File: config.mk
export PLATFORM = sky130hd
export DESIGN_NAME = microinstruction_pipe
export DESIGN_NICKNAME = d
export VERILOG_FILES = /design/src/rtl/microinstruction_pkg.sv /design/src/rtl/microinstruction_stage.sv /design/src/rtl/microinstruction_pipe.sv
export SDC_FILE = /design/constraint.sdc
export NUM_CORES = 1
export LEC_CHECK = 0
export CORE_MARGIN = 2
export CORE_UTILIZATION = 45
export CTS_BUF_LIST = sky130_fd_sc_hd__clkbuf_4
export CTS_CLUSTER_SIZE = 8
export DETAILED_ROUTE_END_ITERATION = 7
export HOLD_SLACK_MARGIN = 0.03
export PLACE_DENSITY = 0.81
export SYNTH_ARGS = -nofsm -noshare
export SYNTH_HDL_FRONTEND = slang
export SYNTH_SLANG_ARGS = --single-unit
File: constraint.sdc
create_clock -name clock -period 2.63 [get_ports clock]
set_input_delay 0.3945 -clock clock [delete_from_list [all_inputs] [get_ports clock]]
set_output_delay 0.3945 -clock clock [all_outputs]
set_load 0.01 [all_outputs]
File: src/rtl/microinstruction_pkg.sv
// Purpose: shared widths and the packed {C,T} microinstruction word for the pipe.
// Latency: n/a (types and constants only).
// Backpressure: n/a.
package microinstruction_pkg;

    localparam int CW_DEFAULT = 6;
    localparam int TW_DEFAULT = 7;

    // C sits in the upper bits and T in the lower bits. The pipe uses the same
    // {c, t} ordering when it builds a word from any other CW/TW.
    typedef struct packed {
        logic [CW_DEFAULT-1:0] c;
        logic [TW_DEFAULT-1:0] t;
    } uinstr_t;

    localparam int UINSTR_W = $bits(uinstr_t);

endpackage

File: src/rtl/microinstruction_stage.sv
// Purpose: one pipe slot, holding a valid bit and a {C,T} payload.
// Latency: 1 cycle. The slot loads on the edge where advance=1.
// Backpressure: holds while advance=0. flush clears only the valid bit. reset_n clears everything.
// Ports: clock/reset_n (sync, active-low); flush, advance and in_vld/in_dat from the
//        predecessor; vld/dat are registered; vld_nxt is next-cycle valid for occupancy.
module microinstruction_stage
    import microinstruction_pkg::*;
#(
    parameter int W = UINSTR_W
) (
    input  logic         clock,
    input  logic         reset_n,
    input  logic         flush,
    input  logic         advance,
    input  logic         in_vld,
    input  logic [W-1:0] in_dat,
    output logic         vld,
    output logic         vld_nxt,
    output logic [W-1:0] dat
);

    logic         vld_q, vld_d;
    logic [W-1:0] dat_q, dat_d;

    always_comb begin
        vld_d = vld_q;
        dat_d = dat_q;
        if (flush) begin
            vld_d = 1'b0;
        end else if (advance) begin
            vld_d = in_vld;
            // When the slot advances into a bubble, the payload keeps its old
            // value so that the data path does not toggle on empty slots.
            if (in_vld) begin
                dat_d = in_dat;
            end
        end
    end

    always_ff @(posedge clock) begin
        if (!reset_n) begin
            vld_q <= 1'b0;
            dat_q <= '0;
        end else begin
            vld_q <= vld_d;
            dat_q <= dat_d;
        end
    end

    assign vld     = vld_q;
    assign vld_nxt = reset_n ? vld_d : 1'b0;
    assign dat     = dat_q;

endmodule

File: src/rtl/microinstruction_pipe.sv
// Purpose: a DEPTH-stage valid/ready pipe for {C,T} microinstructions in which bubbles collapse.
// Latency: DEPTH cycles from the input transfer to out_valid. Throughput is one word per cycle.
// Backpressure: a stage stalls only if it and every later stage are full and out_ready=0.
// Ports: clock/reset_n (sync, active-low); flush kills all in-flight words;
//        in_* and out_* are valid/ready handshakes. out_c/out_t are zero when out_valid=0.
//        stage_valid (bit 0 = first stage) and occupancy are registered status outputs.
module microinstruction_pipe
    import microinstruction_pkg::*;
#(
    parameter int DEPTH = 3,
    parameter int CW    = CW_DEFAULT,
    parameter int TW    = TW_DEFAULT
) (
    input  logic                       clock,
    input  logic                       reset_n,
    input  logic                       flush,
    input  logic                       in_valid,
    input  logic [CW-1:0]              in_c,
    input  logic [TW-1:0]              in_t,
    output logic                       in_ready,
    output logic                       out_valid,
    output logic [CW-1:0]              out_c,
    output logic [TW-1:0]              out_t,
    input  logic                       out_ready,
    output logic [DEPTH-1:0]           stage_valid,
    output logic [$clog2(DEPTH+1)-1:0] occupancy
);

    localparam int DW = CW + TW;
    localparam int OW = $clog2(DEPTH+1);

    logic [DEPTH-1:0] vld;
    logic [DEPTH-1:0] vld_nxt;
    logic [DEPTH-1:0] adv;
    logic [DW-1:0]    dat [DEPTH];
    logic [OW-1:0]    occ_q, occ_d;

    // The advance chain is built from the output backwards. A stage moves if it
    // is empty or if its successor moves. An empty slot anywhere downstream
    // therefore lets every earlier stage move up, which collapses the bubble.
    always_comb begin
        adv            = '0;
        adv[DEPTH-1]   = !vld[DEPTH-1] || out_ready;
        for (int i = DEPTH - 2; i >= 0; i--) begin
            adv[i] = !vld[i] || adv[i+1];
        end
    end

    for (genvar g = 0; g < DEPTH; g++) begin : g_stage
        logic          prev_vld;
        logic [DW-1:0] prev_dat;

        if (g == 0) begin : g_head
            assign prev_vld = in_valid;
            assign prev_dat = {in_c, in_t};
        end else begin : g_body
            assign prev_vld = vld[g-1];
            assign prev_dat = dat[g-1];
        end

        microinstruction_stage #(
            .W (DW)
        ) u_stage (
            .clock   (clock),
            .reset_n (reset_n),
            .flush   (flush),
            .advance (adv[g]),
            .in_vld  (prev_vld),
            .in_dat  (prev_dat),
            .vld     (vld[g]),
            .vld_nxt (vld_nxt[g]),
            .dat     (dat[g])
        );
    end

    // Occupancy is registered from the next-state valid bits. It therefore
    // updates on the same edge as stage_valid and cannot exceed DEPTH.
    always_comb begin
        occ_d = '0;
        for (int i = 0; i < DEPTH; i++) begin
            occ_d = occ_d + OW'(vld_nxt[i]);
        end
    end

    always_ff @(posedge clock) begin
        if (!reset_n) begin
            occ_q <= '0;
        end else begin
            occ_q <= occ_d;
        end
    end

    always_comb begin
        out_c = '0;
        out_t = '0;
        if (vld[DEPTH-1]) begin
            out_c = dat[DEPTH-1][DW-1:TW];
            out_t = dat[DEPTH-1][TW-1:0];
        end
    end

    assign in_ready    = adv[0] && !flush;
    assign out_valid   = vld[DEPTH-1];
    assign stage_valid = vld;
    assign occupancy   = occ_q;

endmodule
Word level (Yosys, flattened, before mapping):

Index checks and enable logic that the tools add are counted.

* logic and storage cells: 32
* bits in registers: 44

* bitwise gates (word level): 1
* reductions and logical operators: 11
* multiplexer cells: 11
* add/sub/neg operators: 2

Operators by type and width (count)
* $mux W1: 9
* $reduce_and A3 Y1: 3
* $mux W7: 1
* $mux W6: 1
* $logic_not A1 Y1: 4
* $logic_or A1 B1 Y1: 3
* $add A1 B1 Y2: 1
* $add A2 B1 Y2: 1
* $logic_and A1 B1 Y1: 1
* $not A1 Y1: 1

Depth between registers and ports, before layout:

* word-level depth: 9
* mapped depth: 7
* gate-level depth less buffers: 5

Cells and area by module:

A second synthesis with hierarchy kept.

* cells, all modules: 210
* area, all modules: 1958.1 um^2

By module, submodules not included
* microinstruction_stage: times used 3, cells each 61, area an instance 580.6 um^2
* microinstruction_pipe: times used 1, cells each 27, area an instance 216.5 um^2

Least setup slack after synthesis:

Ideal clock, no wire load.

* path type: register to register
* start: reg g_stage[2].u_stage.vld_q
* end: reg occ_q[0], in the netlist occupancy[0]
* arrival time: 1.740 ns
* clock period less this slack: 1.855 ns
* path slack: 0.775 ns
* required time: 2.515 ns
* cell stages (with the launch flop): 8
* path through: dfxtp_1 nor2b_4 buf_6 buf_2 nand3_1 a21oi_1 fa_1 and2_1

* longest elaborated chain between the ends: 9
* elaborated cells on any way between the ends: 15

RTL lines
* from (decl): RTL line microinstruction_stage.sv:22 `logic vld_q, vld_d;`
* from (signal assigned): RTL line microinstruction_stage.sv:45 `vld_q <= vld_d;`
* $logic_not A1 Y1: RTL line microinstruction_pipe.sv:43 `adv[DEPTH-1] = !vld[DEPTH-1] || out_ready;`
* $logic_or A1 B1 Y1: RTL line microinstruction_pipe.sv:43
* $logic_or A1 B1 Y1 (2 in a row): RTL line microinstruction_pipe.sv:45 `adv[i] = !vld[i] || adv[i+1];`
* $mux W1: RTL line microinstruction_stage.sv:30 `end else if (advance) begin`
* $mux W1: RTL line microinstruction_stage.sv:28 `if (flush) begin`
* $mux W1: RTL line microinstruction_stage.sv:51 `assign vld_nxt = reset_n ? vld_d : 1'b0;`
* named net g_stage[0].u_stage.vld_nxt: RTL line microinstruction_stage.sv:18 `output logic vld_nxt,`
* $add A1 B1 Y2: RTL line microinstruction_pipe.sv:81 `occ_d = occ_d + OW'(vld_nxt[i]);`
* $add A2 B1 Y2: RTL line microinstruction_pipe.sv:81
* named net occ_d[0]: RTL line microinstruction_pipe.sv:36 `logic [OW-1:0] occ_q, occ_d;`
* to (signal assigned): RTL line microinstruction_pipe.sv:87 `occ_q <= '0;`
* to (signal assigned): RTL line microinstruction_pipe.sv:89 `occ_q <= occ_d;`
* to (decl): RTL line microinstruction_pipe.sv:36

The timed path passes the listed nets, and every way through them passes these cells.
A chain may end at the register's enable or synchronous reset.

Worst setup path in the final report:

* start: in out_ready
* end: out in_ready

* longest elaborated chain between the ends: 4

RTL lines
* from (decl): RTL line microinstruction_pipe.sv:24 `input logic out_ready,`
* $logic_or A1 B1 Y1: RTL line microinstruction_pipe.sv:43
* $logic_or A1 B1 Y1 (2 in a row): RTL line microinstruction_pipe.sv:45
* $logic_and A1 B1 Y1: RTL line microinstruction_pipe.sv:102 `assign in_ready = adv[0] && !flush;`
* to (decl): RTL line microinstruction_pipe.sv:20 `output logic in_ready,`

No other way between the ends.

==> results.toml <==
[outcome]
outcome = "finished clean"

[final_layout]
num_antenna_cells = 0
nFillCells = 376
drive_gt1_frac = 0.0606
nets = 249
seqCellArea_um2 = 881
synthToLayoutAreaGrowth_pct = 23.4
multiInputGateArea_um2 = 840

[cts]
numCtsBuffers = 5
worstSkewPairLatency_ns = 0.35
postCtsSetupBuffers = 0
cts-resized-gates = 0
cts_tree = "done"
clk_pin_slew_ns = 0.12
htreeDepth = 2
clkSinkCount = 44
cts_hold_buf = 0
clockBufferDepth = 2
cts_root_buf = "clkbuf_4"

[timing]
hold_viol_final = 0
slew_headroom = 0.685
slew_viol_final = 0
setup_viol_count_final = 0
rsz0062_at_grt = "false"
fin_worst_skew_ns = 0.0109
worst_pin_slew_ns = 0.473
layout_setup_ws_ns = 0.514
min_period_ns = 2.12
setup_tns_ns = 0
fmax_mhz = 473
timing.hold.ws_ns = 0.470
fin_crit_sh = 0.804

[yosys]
synth_nets = 218
synth_top_family_by_area = "simple AND/OR/NAND/NOR gates"
yosys.area.top_type = "dfxtp_1"
synth_top_area_frac = 0.475
yosys_warnings = 0
synthMuxAreaShare = 0.140
synth_adder_area_share = 0.0108
yosysSeqAreaShare = 0.475
ys_top_cells_by_area = "dfxtp_1 (48%), mux2i_1 (14%), nand2_1 (7.9%), a21boi_0 (5.3%), and2_1 (5.1%)"
ys_seq_elements = 44
synthDistinctLibCells = 23
syn-cell-area_mm2 = 0.00185
avgSynthCellArea_um2 = 9.31
synth_compound_area_frac = 0.107
synth_cells = 199
synth_xor_area_frac = 0
synth-simple-area-share = 0.195

[pwr]
power_mw = 1.18
combinationalPowerShare = 0.071
seqPwrFrac = 0.581
power.density_mw_per_mm2 = 515
sw_frac_of_total = 0.214
clkPwrFrac = 0.347
total_leakage_power_nw = 0.951
ir_drop_v = 0.000476
p_sw_mw = 0.252
p_int_mw = 0.925

[detailed_routing]
ant_nets = 0
vias_per_cell = 4.86
drc = 0
initialDrtViolationCount = 69
wl_per_cell_um = 10.9
dr.pass1.iters = 4
wirelength_um = 3070
vias = 1366

[worst_setup_path]
critPathArrivalTime_ns = 1.72
required_ns = 2.24
path_class = "in2out"
critPathCaptureType = "primary output"
path_max_fanout = 5
crit_path_start_kind = "input pin"

[global_route]
grt_pass1_wl_um = 5260
grtUsageTotal = 0.152
antenna_found_initial = 0
grt_pass1_vias = 1155
gr-total-overflow = 0
grt_max_degree = 55

[floorplanning]
row_count = 23
initial_utilization = 0.467
die_x_um = 68.2
die_h_um = 68.2
io_pins = 38
core_mm2 = 0.00397
dieArea_mm2 = 0.00465

[placed_design]
gp_congestion = 0.773
port_buffers = 37
hpwlAfterDp_um = 2140
place_ws_ns = 0.507

[hold_path]
hp-class = "reg2reg"

[run]
drv_cap = 0
==> power groups by stage <==
| stage | Clock (mW) | Combinational [mW] | Sequential (mW) |
|---|---|---|---|
| after floorplan | 0 | 0.0523 | 0.698 |
| final | 0.409 | 0.0841 | 0.684 |
| after global placement | 0 | 0.0837 | 0.699 |
| after global routing | 0.454 | 0.0930 | 0.686 |
| after CTS | 0.422 | 0.0852 | 0.684 |
| after detailed placement | 0 | 0.0849 | 0.699 |
==> stage by stage <==
step | instances | utilization | area (um^2)
2_1_floorplan | 199 | - | 1850
3_3_place_gp | 273 | 0.555 | 2210
3_5_place_dp | 273 | 0.555 | 2210
4_1_cts | 281 | 0.576 | 2290
5_1_grt | 281 | 0.576 | 2290
6_report | 281 | 0.576 | 2290
==> critical path, stage by stage <==
cell	delay, ns
clkdlybuf4s50_1	0.54
nor2b_4	0.07
a31oi_1	0.16
clkdlybuf4s50_1	0.55
==> metal layers <==
layer  wire length [um]  part of all wire  up-vias  track usage
met1               1560              0.51      600        0.204
met3                160             0.052        4       0.0510
met5                  0                 0        -            0
met2               1300              0.43       34        0.225
li1                   -                 -      728            -
met4                 46             0.015        0       0.0600
==> cell families after synthesis <==
| kind of cell | after synthesis |
|---|---|
| AO/OA/AOI/OAI | 31 |
| AND/OR/NAND/NOR | 76 |
| multiplexers | 26 |
| buffers and inverters | 21 |
| adder cells (fa/ha/maj) | 1 |
| flip-flops | 44 |
==> flip-flops by register name, indices dropped and copies added (netlist names) <==
signal,count
g_stage.u_stage.dat,39
g_stage.u_stage.vld,3
occupancy,2
==> path summary, 6_finish.rpt <==
kind | start | end | slack [ns] | depth (start not counted)
setup / recovery | out_ready | in_ready | 0.51 | 4
hold / removal | g_stage[1].u_stage.dat[2]$_SDFFE_PN0P_ | g_stage[1].u_stage.dat[2]$_SDFFE_PN0P_ | 0.47 | 2
setup reg to reg | g_stage[2].u_stage.vld$_DFF_P_ | occupancy[0]$_SDFF_PN0_ | 0.91 | 5
hold reg to reg | g_stage[1].u_stage.dat[2]$_SDFFE_PN0P_ | g_stage[1].u_stage.dat[2]$_SDFFE_PN0P_ | 0.47 | 2
==> synth_stat cells, drive strengths merged <==
cell and number:
dfxtp 44, nand2 39, mux2i 26, and2 15, nand3 14, a21boi 13, o21ai 13, buf 10
clkbuf 9, nor2 3, a21oi 2, inv 2, nand2b 2, nor2b 2, a211o 1, a311o 1
a31oi 1, fa 1, or2b 1
==> layout make-up <==
class	instances	area share
Sequential cell	44	0.385
Timing Repair Buffer	43	0.182
Clock buffer	5	0.0164
Clock inverter	3	0.0186
Inverter	2	0.00328
Multi-Input combinational cell	134	0.367
Tap cell	50	0.0274
==> cell usage in the layout, fill, tap and decap left out <==
| cell type | synthesis | routed |
|---|---|---|
| a211o_1 | 1 | 1 |
| a21boi_0 | 13 | 13 |
| a21oi_1 | 2 | 2 |
| a311o_1 | 1 | 1 |
| a31oi_1 | 1 | 1 |
| and2_1 | 15 | 15 |
| buf_4 | 3 | 6 |
| bufinv_16 | 0 | 1 |
| clkbuf_4 | 0 | 5 |
| clkdlybuf4s50_1 | 0 | 37 |
| clkinv_1 | 0 | 1 |
| clkinv_4 | 0 | 1 |
| dfxtp_1 | 44 | 44 |
| fa_1 | 1 | 1 |
| inv_1 | 2 | 2 |
| mux2i_1 | 26 | 26 |
| nand2_1 | 39 | 39 |
| nand2b_1 | 2 | 2 |
| nand3_1 | 14 | 14 |
| nor2_1 | 3 | 3 |
| nor2b_1 | 1 | 1 |
| nor2b_4 | 1 | 1 |
| o21ai_0 | 13 | 13 |
| or2b_1 | 1 | 1 |
Power figures use the tool's default switching activity.
